[config.mk]
export PLATFORM = sky130hd
export DESIGN_NAME = m_div_unit
export DESIGN_NICKNAME = d
export VERILOG_FILES = /design/src/rtl/m_div_unit.sv
export SDC_FILE = /design/constraint.sdc
export NUM_CORES = 1
export LEC_CHECK = 0
export BUFFER_PORTS_ARGS = -buffer_cell sky130_fd_sc_hd__buf_2
export CAP_MARGIN = 15
export CORE_UTILIZATION = 30
export CTS_BUF_LIST = sky130_fd_sc_hd__clkbuf_8
export CTS_CLUSTER_SIZE = 28
export DETAILED_ROUTE_END_ITERATION = 16
export REMOVE_ABC_BUFFERS = 1
export SKIP_LAST_GASP = 1
export SYNTH_ARGS = -nofsm -noshare
export SYNTH_HDL_FRONTEND = slang
export SYNTH_SLANG_ARGS = --single-unit
export TNS_END_PERCENT = 30
[constraint.sdc]
create_clock -name clk -period 5.1 [get_ports clk]
set_input_delay 0 -clock clk [delete_from_list [all_inputs] [get_ports clk]]
set_output_delay 0 -clock clk [all_outputs]
set_load 0.05 [all_outputs]
[src/rtl/m_div_unit.sv]
// m_div_unit: iterative radix-2 restoring divider for RV64M DIV/DIVU/REM/REMU.
// One quotient bit per cycle; start/busy/ready handshake with flush for pipeline kills.
// Divide-by-zero and signed overflow give the RISC-V results and never trap.
// Optional macro DIV_FAST_SPECIAL_EN: divide-by-zero, signed overflow and a zero
// dividend skip CALC and report after one cycle. When it is undefined, every
// operation takes the full WIDTH+2 cycles.
module m_div_unit #(
  parameter  int unsigned WIDTH = 64,
  localparam int unsigned CNT_W = $clog2(WIDTH) + 1
) (
  input  logic             clk,
  input  logic             reset,
  input  logic             start,
  input  logic             flush,
  input  logic             is_signed,
  input  logic [WIDTH-1:0] op_a,
  input  logic [WIDTH-1:0] op_b,
  output logic             busy,
  output logic             ready,
  output logic [WIDTH-1:0] quotient,
  output logic [WIDTH-1:0] remainder
);

  typedef enum logic [1:0] {
    S_IDLE,
    S_CALC,
    S_FIX
  } state_e;

  localparam logic [WIDTH-1:0] MIN_NEG  = {1'b1, {(WIDTH-1){1'b0}}};
  localparam logic [CNT_W-1:0] CNT_LAST = CNT_W'(WIDTH);

  state_e             state_q, state_d;
  logic [CNT_W-1:0]   cnt_q, cnt_d;
  logic [WIDTH-1:0]   dvd_q, dvd_d;
  logic [WIDTH-1:0]   dvs_q, dvs_d;
  logic [WIDTH-1:0]   rem_q, rem_d;
  logic [WIDTH-1:0]   a_raw_q, a_raw_d;
  logic               q_neg_q, q_neg_d;
  logic               r_neg_q, r_neg_d;
  logic               div0_q, div0_d;
  logic               ovf_q, ovf_d;
  logic               busy_q, busy_d;
  logic               ready_q, ready_d;
  logic [WIDTH-1:0]   quot_q, quot_d;
  logic [WIDTH-1:0]   remo_q, remo_d;

  logic               a_neg, b_neg;
  logic [WIDTH-1:0]   a_abs, b_abs;
  logic               is_div0, is_ovf, fast_skip;
  logic [WIDTH:0]     rem_ext;
  logic [WIDTH-1:0]   rem_sub;
  logic               rem_ge;

  // Next-state, datapath and registered-output logic for the whole divider.
  always_comb begin
    state_d = state_q;
    cnt_d   = cnt_q;
    dvd_d   = dvd_q;
    dvs_d   = dvs_q;
    rem_d   = rem_q;
    a_raw_d = a_raw_q;
    q_neg_d = q_neg_q;
    r_neg_d = r_neg_q;
    div0_d  = div0_q;
    ovf_d   = ovf_q;
    busy_d  = busy_q;
    ready_d = 1'b0;
    quot_d  = quot_q;
    remo_d  = remo_q;

    a_neg   = is_signed & op_a[WIDTH-1];
    b_neg   = is_signed & op_b[WIDTH-1];
    a_abs   = a_neg ? -op_a : op_a;
    b_abs   = b_neg ? -op_b : op_b;
    is_div0 = (op_b == '0);
    is_ovf  = is_signed && (op_a == MIN_NEG) && (op_b == '1);
`ifdef DIV_FAST_SPECIAL_EN
    fast_skip = is_div0 | is_ovf | (op_a == '0);
`else
    fast_skip = 1'b0;
`endif

    // Partial remainder is always below the divisor, so the low WIDTH bits of
    // the difference are exact whenever the subtraction is taken.
    rem_ext = {rem_q, dvd_q[WIDTH-1]};
    rem_ge  = (rem_ext >= {1'b0, dvs_q});
    rem_sub = rem_ext[WIDTH-1:0] - dvs_q;

    unique case (state_q)
      S_IDLE: begin
        if (start && !flush) begin
          a_raw_d = op_a;
          dvd_d   = a_abs;
          dvs_d   = b_abs;
          rem_d   = '0;
          q_neg_d = a_neg ^ b_neg;
          r_neg_d = a_neg;
          div0_d  = is_div0;
          ovf_d   = is_ovf;
          cnt_d   = '0;
          busy_d  = 1'b1;
          state_d = fast_skip ? S_FIX : S_CALC;
        end
      end
      S_CALC: begin
        if (flush) begin
          busy_d  = 1'b0;
          state_d = S_IDLE;
        end else if (cnt_q == CNT_LAST) begin
          // One settle cycle after the last iteration keeps start-to-ready at WIDTH+2.
          state_d = S_FIX;
        end else begin
          rem_d = rem_ge ? rem_sub : rem_ext[WIDTH-1:0];
          dvd_d = {dvd_q[WIDTH-2:0], rem_ge};
          cnt_d = cnt_q + CNT_W'(1);
        end
      end
      S_FIX: begin
        if (flush) begin
          busy_d  = 1'b0;
          state_d = S_IDLE;
        end else begin
          if (div0_q) begin
            quot_d = '1;
            remo_d = a_raw_q;
          end else if (ovf_q) begin
            quot_d = a_raw_q;
            remo_d = '0;
          end else begin
            quot_d = q_neg_q ? -dvd_q : dvd_q;
            remo_d = r_neg_q ? -rem_q : rem_q;
          end
          ready_d = 1'b1;
          busy_d  = 1'b0;
          state_d = S_IDLE;
        end
      end
      default: begin
        busy_d  = 1'b0;
        state_d = S_IDLE;
      end
    endcase
  end

  // State and output registers; asynchronous active-low reset.
  always_ff @(posedge clk or negedge reset) begin
    if (!reset) begin
      state_q <= S_IDLE;
      cnt_q   <= '0;
      dvd_q   <= '0;
      dvs_q   <= '0;
      rem_q   <= '0;
      a_raw_q <= '0;
      q_neg_q <= 1'b0;
      r_neg_q <= 1'b0;
      div0_q  <= 1'b0;
      ovf_q   <= 1'b0;
      busy_q  <= 1'b0;
      ready_q <= 1'b0;
      quot_q  <= '0;
      remo_q  <= '0;
    end else begin
      state_q <= state_d;
      cnt_q   <= cnt_d;
      dvd_q   <= dvd_d;
      dvs_q   <= dvs_d;
      rem_q   <= rem_d;
      a_raw_q <= a_raw_d;
      q_neg_q <= q_neg_d;
      r_neg_q <= r_neg_d;
      div0_q  <= div0_d;
      ovf_q   <= ovf_d;
      busy_q  <= busy_d;
      ready_q <= ready_d;
      quot_q  <= quot_d;
      remo_q  <= remo_d;
    end
  end

  assign busy      = busy_q;
  assign ready     = ready_q;
  assign quotient  = quot_q;
  assign remainder = remo_q;

endmodule
==> results by group <==
Synthesis
  • Avg Cell Area, Syn: between 7 and 8 um^2
  • Top cells by area, synth: dfrtp_1 38%, nand2_1 7.0%, a21oi_1 6.2%, o21ai_0 6.1%, xnor2_1 5.5%
  • Post-synth top flop: dfrtp_1
  • Post-synth EDFFs: 0
  • Top post-synthesis cells by count: 495 x nand2_1, 399 x dfrtp_1, 358 x nor2_1
  • Post-Syn Area: 26510 um^2
  • #FFs+latches synth: between 300 and 400
  • Post-synthesis cell count: between 3000 and 4000
  • Synth cell types: 88
  • Yosys warns: 0
  • Share of the yosys chip area belonging to registers: 0.3766
  • Asr flop ratio synth: 1.000
  • Post-synth top area share: 0.3766
  • Post-synth top area cell: dfrtp_1
  • Count leader, synth: nand2_1

Placement
  • Buffers added on ports: 262
  • Place WS: approximately 710 ps
  • Routability cong.: ~0.9
  • Hpwl dp: roughly 70 mm

Route
  • DRC Markers: 0
  • Vias per inst: around 5.2
  • Drt total wl: approximately 94 mm
  • Via count: ~25000
  • DR WL/cell: 19.31 um
  • DRT antenna net count: 0
  • Initial DRC count: about 1900
  • Drt first pass iters: 7

Setup path
  • R2R setup slack: 900 ps
  • Critical Path Source Type: primary input
  • Data arrival, critical path: roughly 5000 ps
  • Setup crit end kind: flop
  • Reg2reg end: rem_q[5]
  • CP Class: primary input to flop
  • Worst flop-to-flop path startpoint: rem_q[57]
  • Worst-path fanout max: 7
  • Crit path from: op_a[4]
  • CP required: 5690 ps
  • Worst Reg-to-Reg Cells: 11

Clock tree
  • H-tree depth: 3
  • CTS max path bufs: 3
  • Clock Latency Late Sink: 690 ps
  • Resize count post-CTS: 0
  • Worst-path clk slew: approximately 60 ps
  • Clock sinks: between 300 and 400
  • CTS root buf: clkbuf_8
  • CTS tree: built
  • CTS Buf Count: 73

Global routing
  • Initial antenna violation count: 4
  • Gr usage total: 0.2047
  • GRT Residual Overflow: 0
  • First-pass GRT wire length: around 140 mm
  • Vias in the first global route: approximately 24000
  • Largest net degree at the start of global routing: 162

Power
  • Switching power: roughly 3.4 mW
  • Power Density: roughly 300 nW/um^2
  • Leakage: 14.66 nW
  • Sequential group share of total power: 0.396
  • Clock power share: 0.335
  • Worst VDD drop: 0.1690 mV
  • Power Internal: between 6 and 7 mW
  • Tot Pwr: 9.675 mW
  • Comb pwr share: 0.270
  • Switching part of the total: 0.3507

Worst hold path
  • Hold path start: op_a[57]
  • Worst Hold Depth: 4
  • Tightest Hold Check Type: primary input to flop
  • Hold path endpoint: a_raw_q[57]

Floorplanning
  • Rows: between 100 and 150
  • Top Ports: roughly 260
  • Starting Density: 0.3041
  • Die Ht: ~300 um
  • DIE WIDTH: between 200 and 300 um
  • Full die area: around 90000 um^2
  • Core Area: between 80000 and 90000 um^2

STA
  • Final setup fails: 0
  • Final hold viol count: 0
  • Fmax: ~230 MHz
  • Tmin final: roughly 4400 ps
  • Rel. slew slack: 0.3136
  • Crit share post-route: 0.8647
  • Worst Max-Slew Pin Slew: about 1000 ps
  • RSZ-0062 raised after global routing: no
  • Final worst slack: roughly 690 ps
  • Final Max Tran Viols: 0
  • Tightest hold margin: approximately 130 ps
  • Skew final: 31.46 ps

Finish
  • Multi-input gate area: around 15000 um^2
  • Flip-flop and latch area: between 9000 and 10000 um^2
  • Area grow syn2layout: 21.08%
  • Share of layout cells above drive strength 1: 0.1221
  • Layout Nets: around 3900
  • Filler instances: ~9000

Status
  • Status: finished, final reports clean

Job
  • Max-cap viol count: 0
==> flip-flops by register name (all words and copies together) (netlist names) <==
signal and flops:
ovf_q 1, rem_q 64, dvd_q 64, quotient 64
cnt_q 7, a_raw_q 64, remainder 64, q_neg_q 1
ready 1, dvs_q 64, busy 1, r_neg_q 1
div0_q 1, state_q 2
==> power groups by stage <==
stage | Combinational, mW | Clock, mW | Sequential, mW
global route | 2.90 | 3.45 | 3.87
detailed placement | 2.46 | 0 | 3.87
floorplan | 1.69 | 0 | 3.76
global placement | 2.46 | 0 | 3.86
finish | 2.61 | 3.24 | 3.83
CTS | 2.60 | 3.32 | 3.82
==> area by class of cell <==
cell class,instances,share of cell area
well taps,1155,0.04502
multi-input cells,2610,0.4786
clock buffers,91,0.03902
repair buffers,469,0.1053
diodes,4,0.0003118
clock inverters,36,0.007991
inverters,106,0.01247
flip-flops and latches,399,0.3113
==> metal layers <==
metal | track usage | wire, um | up-vias
met3 | 0.03167 | 5492 | 165
met1 | 0.2813 | 42680 | 12069
li1 | - | - | 12397
met2 | 0.3214 | 42420 | 792
met4 | 0.08005 | 3440 | 0
met5 | 0 | 0 | -
==> what timing repair did <==
item / CTS / global route
hold endpoints to repair: 303 / 0
hold buffers: 172 / 0
setup buffers: 0 / 0
==> worst max-delay path by stage <==
| stage | endpoint | slack, ps |
|---|---|---|
| floorplan | dvd_q[17] | -2920 |
| global placement | ovf_q | 780 |
| detailed placement | ovf_q | 710 |
| CTS | ovf_q | 870 |
| global route | ovf_q | 660 |
| finish | ovf_q | 690 |
==> metrics by stage <==
step	TNS (ps)	utilization	instance area, um^2	cells
finish	0	0.3683	32100	4870
global route	0	0.3683	32100	4870
detailed placement	0	0.3311	28860	4567
floorplan	-452320	-	25700	3115
CTS	0	0.3682	32090	4866
global placement	0	0.3311	28860	4567
==> worst max-delay path, stage by stage <==
cell and delay [ps]:
dlygate4sd3_1 540, buf_2 150, or4_1 590, nor4_1 570, nor4b_1 800, and2_1 410, nand2_1 300, nor3_1 850
nand4_1 490, o21ai_0 280
==> placed cells by master (no fill, tap or decap), types with 10 or more instances in the layout <==
cell	Yosys	layout
nor4_1	26	26
o21ai_0	324	324
xnor2_1	165	165
nand2_1	495	493
a21oi_1	327	327
nor2_1	358	355
o41ai_1	29	29
nand2b_1	23	22
a31oi_1	34	34
and2_1	13	13
xor2_1	129	129
or2_2	14	14
dfrtp_1	399	395
o21a_1	16	16
clkbuf_8	0	91
mux2i_1	49	49
o22ai_1	21	21
nand4_1	51	51
or4_1	31	31
ha_1	71	71
nand3_1	32	32
o21bai_1	10	10
or3_1	29	29
buf_2	0	261
a22oi_1	10	10
and3_1	26	26
o31ai_1	61	61
inv_1	106	128
dlygate4sd3_1	0	172
a21o_1	27	27
buf_4	0	29
a221oi_1	33	33
nor3_1	73	73
nor2b_1	11	10
==> cells by family (layout without fill, tap and decap cells) <==
logic type / after synthesis / in the layout / share of synthesized area
AND/OR/NAND/NOR: 1228 / 1228 / 0.2111
AO/OA/AOI/OAI: 964 / 964 / 0.2157
flip-flops: 399 / 399 / 0.3766
buffers and inverters: 318 / 702 / 0.04536
XOR/XNOR: 294 / 294 / 0.09714
adder cells (fa/ha/maj): 72 / 72 / 0.03427
multiplexers: 52 / 52 / 0.01978
other: 0 / 4 / 0
Note: power is estimated with default switching activity, not from simulation.
